==> config.mk <==
export PLATFORM = sky130hd
export DESIGN_NAME = if_stage
export DESIGN_NICKNAME = d
export VERILOG_FILES = /design/src/rtl/if_stage.sv
export SDC_FILE = /design/constraint.sdc
export NUM_CORES = 1
export LEC_CHECK = 0
export CORE_MARGIN = 2
export CORE_UTILIZATION = 51
export CTS_BUF_LIST = sky130_fd_sc_hd__clkbuf_4 sky130_fd_sc_hd__clkbuf_8
export DETAILED_ROUTE_END_ITERATION = 6
export GPL_TIMING_DRIVEN = 0
export PLACE_DENSITY_LB_ADDON = 0.25
export SLEW_MARGIN = 20
export SYNTH_ARGS = -nofsm -noshare
export SYNTH_HDL_FRONTEND = slang
export SYNTH_SLANG_ARGS = --single-unit
==> constraint.sdc <==
create_clock -name clk -period 3.8 [get_ports clk]
set_input_delay 1.14 -clock clk [delete_from_list [all_inputs] [get_ports clk]]
set_output_delay 1.14 -clock clk [all_outputs]
set_load 0.05 [all_outputs]
==> src/rtl/if_stage.sv <==
// Instruction-fetch stage: holds the PC, addresses instruction memory,
// and registers the fetched word into the IF/ID pipeline register.
// Honours hazard-unit freeze and taken-branch redirect/flush from decode,
// and stops fetching once the PC passes the end of the loaded program.
// Optional performance counters are built when IF_PERF_CNT_EN is defined.
module if_stage #(
    parameter int WORD_LEN   = 32,
    parameter int PROG_BYTES = 44
) (
    input  logic                       clk,
    input  logic                       rst,
    input  logic                       freeze,
    input  logic                       brTaken,
    input  logic signed [WORD_LEN-1:0] brOffset,
    input  logic        [WORD_LEN-1:0] instruction,
    output logic        [WORD_LEN-1:0] instAddr,
    output logic        [WORD_LEN-1:0] ifIdPc,
    output logic        [WORD_LEN-1:0] ifIdInstr,
    output logic                       ifIdValid
`ifdef IF_PERF_CNT_EN
    ,
    output logic [31:0]                fetchCount,
    output logic [31:0]                stallCount
`endif
);

    typedef enum logic {RUN, DONE} state_t;

    localparam logic [WORD_LEN-1:0] PROG_END = WORD_LEN'(PROG_BYTES);
    localparam logic [WORD_LEN-1:0] STEP     = WORD_LEN'(4);

    state_t              state;
    logic [WORD_LEN-1:0] pc_p0;
    logic [WORD_LEN-1:0] pc_seq;
    logic [WORD_LEN-1:0] br_target;

    // Branch target relative to the instruction sitting in ID; wraps modulo
    // 2^WORD_LEN and is forced word-aligned.
    function automatic logic [WORD_LEN-1:0] branch_target(
        input logic        [WORD_LEN-1:0] base_pc,
        input logic signed [WORD_LEN-1:0] word_off
    );
        logic [WORD_LEN-1:0] off_u;
        logic [WORD_LEN-1:0] sum;
        off_u = word_off;
        sum   = base_pc + STEP + (off_u << 2);
        sum[1:0] = 2'b00;
        return sum;
    endfunction

    assign instAddr  = pc_p0;
    assign pc_seq    = pc_p0 + STEP;
    assign br_target = branch_target(ifIdPc, brOffset);

    // Fetch FSM: PC, state and IF/ID register with rst > branch > freeze > state action.
    always_ff @(posedge clk) begin
        if (rst) begin
            state     <= RUN;
            pc_p0     <= '0;
            ifIdPc    <= '0;
            ifIdInstr <= '0;
            ifIdValid <= 1'b0;
        end else if (brTaken) begin
            state     <= RUN;
            pc_p0     <= br_target;
            ifIdPc    <= '0;
            ifIdInstr <= '0;
            ifIdValid <= 1'b0;
        end else if (freeze) begin
            state     <= state;
        end else begin
            case (state)
                RUN: begin
                    ifIdPc    <= pc_p0;
                    ifIdInstr <= instruction;
                    ifIdValid <= 1'b1;
                    pc_p0     <= pc_seq;
                    if (pc_seq >= PROG_END) begin
                        state <= DONE;
                    end
                end
                default: begin
                    ifIdPc    <= '0;
                    ifIdInstr <= '0;
                    ifIdValid <= 1'b0;
                end
            endcase
        end
    end

`ifdef IF_PERF_CNT_EN
    // Counts real fetches into IF/ID and freeze cycles spent while running.
    always_ff @(posedge clk) begin
        if (rst) begin
            fetchCount <= '0;
            stallCount <= '0;
        end else begin
            if (!brTaken && !freeze && state == RUN) begin
                fetchCount <= fetchCount + 32'd1;
            end
            if (!brTaken && freeze && state == RUN) begin
                stallCount <= stallCount + 32'd1;
            end
        end
    end
`endif

endmodule

## Word level (Yosys, flattened, before mapping)

Index checks and enable logic that the tools add are counted.

| operators by class | value |
|---|---|
| bitwise gates (word level) | 2 |
| equal/unequal tests | 2 |
| reduce and logical (&&, ||, !) cells | 3 |
| order comparisons | 1 |
| $add $sub $neg | 3 |
| muxes and demuxes | 8 |

Operators with widths:

| operator | count |
|---|---|
| 32-bit two-way mux | 5 |
| 32-bit by 3-bit adder with 32-bit output (second input constant) | 2 |
| 32-bit adder | 1 |
| 32-bit by 6-bit greater-or-equal comparator with 1-bit output (second input constant) | 1 |
| 2-bit AND reduction | 2 |
| 1-bit two-way mux | 3 |
| 2-bit by 1-bit inequality test with 1-bit output (second input constant) | 1 |
| 2-bit inequality test (second input constant) | 1 |
| 1-bit NOT | 2 |
| 2-bit OR reduction | 1 |

| storage, ports and cells | value |
|---|---|
| bits in registers | 98 |
| bits of input ports | 68 |
| output and inout bits | 97 |
| word-level logic and storage cells | 25 |

## Longest topological paths before layout

| logic depth | value |
|---|---|
| word-level depth | 4 |
| gate-level depth with buffers | 13 |
| gate-level depth less buffers | 13 |

## Worst setup path before layout

OpenSTA, ideal clock, no wires.

| timing path | value |
|---|---|
| path type | input to register |
| from | in brOffset[1] |
| to | reg pc_p0[31], in the netlist instAddr[31] |
| slack | 0.301 ns |
| stages | 11 |
| library setup time | 0.127 ns |
| path buffers | 0 |
| data arrival time | 3.371 ns |
| required time | 3.673 ns |
| path through | ha_1 ha_1 fa_1 a211oi_1 o21ai_0 nand2_1 a211oi_1 o2111ai_1 a31o_2 nor4b_1 nor3_1 |

| between the ends | value |
|---|---|
| cells in the longest elaborated chain, start to end | 2 |

Ends and longest elaborated chain:

| what | line | RTL |
|---|---|---|
| start, declared | 14 | `input logic signed [WORD_LEN-1:0] brOffset,` |
| 32-bit adder | 46 | `sum = base_pc + STEP + (off_u << 2);` |
| 32-bit two-way mux | 63 | `end else if (brTaken) begin` |
| end signal, assigned | 65 | `pc_p0 <= br_target;` |
| end signal, assigned | 77 | `pc_p0 <= pc_seq;` |
| end, declared | 33 | `logic [WORD_LEN-1:0] pc_p0;` |

Every way passes these cells.
A chain may end at the register's enable or synchronous reset.

## Worst setup path in the final report

| timing path | value |
|---|---|
| from | in brOffset[10] |
| to | reg pc_p0[31], in the netlist instAddr[31] |

The elaborated chain is that of the path after synthesis.

==> summary.md <==
| Metric | Value |
|---|---|
| Outcome | finished, violations left |
| Failing checks | DRC |
| H-tree levels | 3 |
| Largest net degree at the start of global routing | 16 |
| Library cells used by synthesis | 65 |
| Critical path type | in2reg |
| IO Count | 165 |
| Asr flop ratio synth | 0% |
| Pin slew with the least headroom to its limit | 655.5 ps |
| I/O Buffers | 158 |
| Synthesis-stage register bit count | 94 |
| Mean number of vias per cell | 5.857 |
| Layout Nets | 1039 |
| Post-synth EDFFs | 0 |
| Initial drt markers | 482 |
| Clock power frac | 29.3% |
| Synth warn | 0 |
| Int Pwr | 1.672 mW |
| Chip Height | 113.3 um |
| N_diodes | 0 |
| Via count | 6191 |
| # clock sinks | 94 |
| Min-Delay Startpoint | state$_SDFFE_PP0N_ |
| Critical path origin | brOffset[10] |
| Critical path peak fanout | 7 |
| Worst slew margin relative to its limit | 56.30% |
| Post-detailed-placement cell area | 7861 um^2 |
| Clk_lat worst skew | between 300 and 400 ps |
| Core box area | approximately 12000 um^2 |
| Final core utilization | 71.11% |
| Power per cell area | 307.3 nW/um^2 |
| Endpoint class of the critical path | flip-flop |
| Crit share post-route | 97.24% |
| GRT Total Usage | 28.17% |
| Final hold vios | 0 |
| Peak VDD IR | 0.1901 mV |
| Tmin final | between 3000 and 4000 ps |
| Clock Tree Buf Depth | 2 |
| Avg Inst Size Synth | 8.285 um^2 |
| Final setup vio count | 0 |
| CTS tree | built |
| Sequential cell area fraction in the yosys report | 30.90% |
| # fillers | 891 |
| Final Power | 2.517 mW |
| Max Cap Violations | 0 |
| Root Buffer | clkbuf_8 |
| Type of origin of the critical path | input pin |
| Syn Inst Count | roughly 740 |
| Synth Cell Area | 6090 um^2 |
| Switching power of the nets | roughly 840 uW |
| Clk slew on worst S/H paths | 90 ps |
| Yosys top cell area share | 30.90% |
| WP data arrival | 4010 ps |
| Gpl congestion | a little under 0.9 |
| Worst Path Required | 4110 ps |
| Antenna violations before repair | 0 |
| Row Count | 39 |
| Skew final | about 5.7 ps |
| Area growth syn-to-layout | 34.48% |
| Slew Viols, Final | 0 |
| Worst R2R Start | ifIdPc[18]$_SDFFE_PP0N_ |
| DRC Markers | 11 |
| Leak | 3.274 nW |
| Routed Antenna Nets | 0 |
| WL per Instance | 17.38 um |
| Min-delay worst type | reg2reg |
| Share of cells above drive strength 1 | about 7.5% |
| Total routed wirelength | roughly 18 mm |
| Global route overflow | 0 |
| Top cells by count, synth | 117 x nor2_1, 94 x dfxtp_1, 61 x a22oi_1 |
| Logic pwr share | between 20% and 30% |
| Synth area leader | dfxtp_1 |
| Number of global-route vias before repair | 5992 |
| Sw Share | 33.57% |
| Half-perimeter wire length after placement | 13.79 mm |
| Max Freq | ~270 MHz |
| Cell with the most instances after synthesis | nor2_1 |
| Die ar. | about 13000 um^2 |
| Cell Count, Final, Fillers Out | 1057 |
| Drt first pass iters | 7 |
| First-pass GRT wire length | 29.32 mm |
| Placed Cells incl. Taps | 1039 |
| Fin area | 8189 um^2 |
| CTS buffer count | 9 |
| Sequential Power Share | between 40% and 50% |
| Die width | 113.3 um |
| Starting Density | 52.88% |
| Main area contributors after synthesis | dfxtp_1 31%, ha_1 12%, a22oi_1 7.5%, nor2_1 7.2%, xnor2_1 4.9% |
| Primary FF master, synth | dfxtp_1 |
| Hold buffer count at cts | 0 |
## registers in the layout, summed over array words and instances, names as in the netlist
| signal | flops |
|---|---|
| instAddr | 30 |
| ifIdValid | 1 |
| ifIdPc | 30 |
| ifIdInstr | 32 |
| state | 1 |
## area by class of cell
type                            count  area, um^2  share of cell area, %
Buffer                             57       286.5                  3.499
Multi-Input combinational cell    572        3965                  48.42
Clock inverter                      5       85.08                  1.039
Clock buffer                        9       123.9                  1.513
Timing Repair Buffer              162        1612                  19.68
Sequential cell                    94        1882                  22.98
Inverter                           15       56.30                 0.6875
Tap cell                          143       178.9                  2.185
## placed cells by master, fill, tap and decap left out, types with 17 or more instances in the layout
cell type	netlist	final
clkdlybuf4s50_1	0	158
nor2_1	117	117
dfxtp_1	94	94
a22oi_1	61	61
ha_1	59	58
nand2_1	35	34
xnor2_1	34	34
clkbuf_1	33	33
a21oi_1	29	29
xor2_1	25	25
nand3_1	23	22
o21ai_0	23	19
a211oi_1	21	18
nor3_1	18	17
## worst max-delay path: stages
cell and delay [ps]:
clkdlybuf4s50_1 410, ha_1 300, ha_1 280, clkbuf_2 190
nand3_2 140, nor3b_4 270, nor3_4 100, a211oi_4 310
o2111ai_2 210, a31o_2 320, nor4b_2 160, nor3_1 170
## cells by family (layout without fill, tap and decap cells)
logic type	count (synthesis)	in the layout	synth area share, %
adder cells (fa/ha/maj)	60	60	12.45
flip-flops	94	94	30.90
multiplexers	1	1	0.1644
buffers and inverters	72	248	5.630
AO/OA/AOI/OAI	201	201	23.26
other	1	4	0.06158
AND/OR/NAND/NOR	247	247	19.05
XOR/XNOR	59	59	8.486
## repair_timing
action	in CTS	in global routing
setup endpoints to repair	5	11
pin swaps	4	3
resized for setup	4	18
buffers inserted	1	3
## stage by stage
stage               setup slack [ps]  TNS [ps]  hold WS (ps)
floorplan                      301.4         0         464.2
global placement              -577.3     -4428         471.1
detailed placement            -626.0     -5656         485.0
CTS                            35.87         0         498.8
global route                  -3.767    -3.767         528.2
finish                         104.9         0         495.9
## layer usage
metal	track usage, %	share of wire, %	vias up
met4	10.24	2.2	0
li1	-	-	2995
met2	48.90	49	276
met3	4.124	7.1	39
met5	0	0	-
met1	35.55	42	2881
## power by group through the flow
stage / Combinational [mW] / Sequential [mW] / Clock (mW)
global placement: 0.664 / 1.10 / 0
detailed placement: 0.678 / 1.10 / 0
global route: 0.749 / 1.09 / 0.778
CTS: 0.685 / 1.08 / 0.743
floorplan: 0.301 / 1.24 / 0
finish: 0.700 / 1.08 / 0.737
## worst paths after layout
check,end,slack [ps],cells past startpoint
max,instAddr[31]$_SDFFE_PP0P_,100,12
min,state$_SDFFE_PP0N_,500,2
max reg2reg,instAddr[26]$_SDFFE_PP0P_,960,10
min reg2reg,state$_SDFFE_PP0N_,500,2
(Power assumes the default switching activity.)
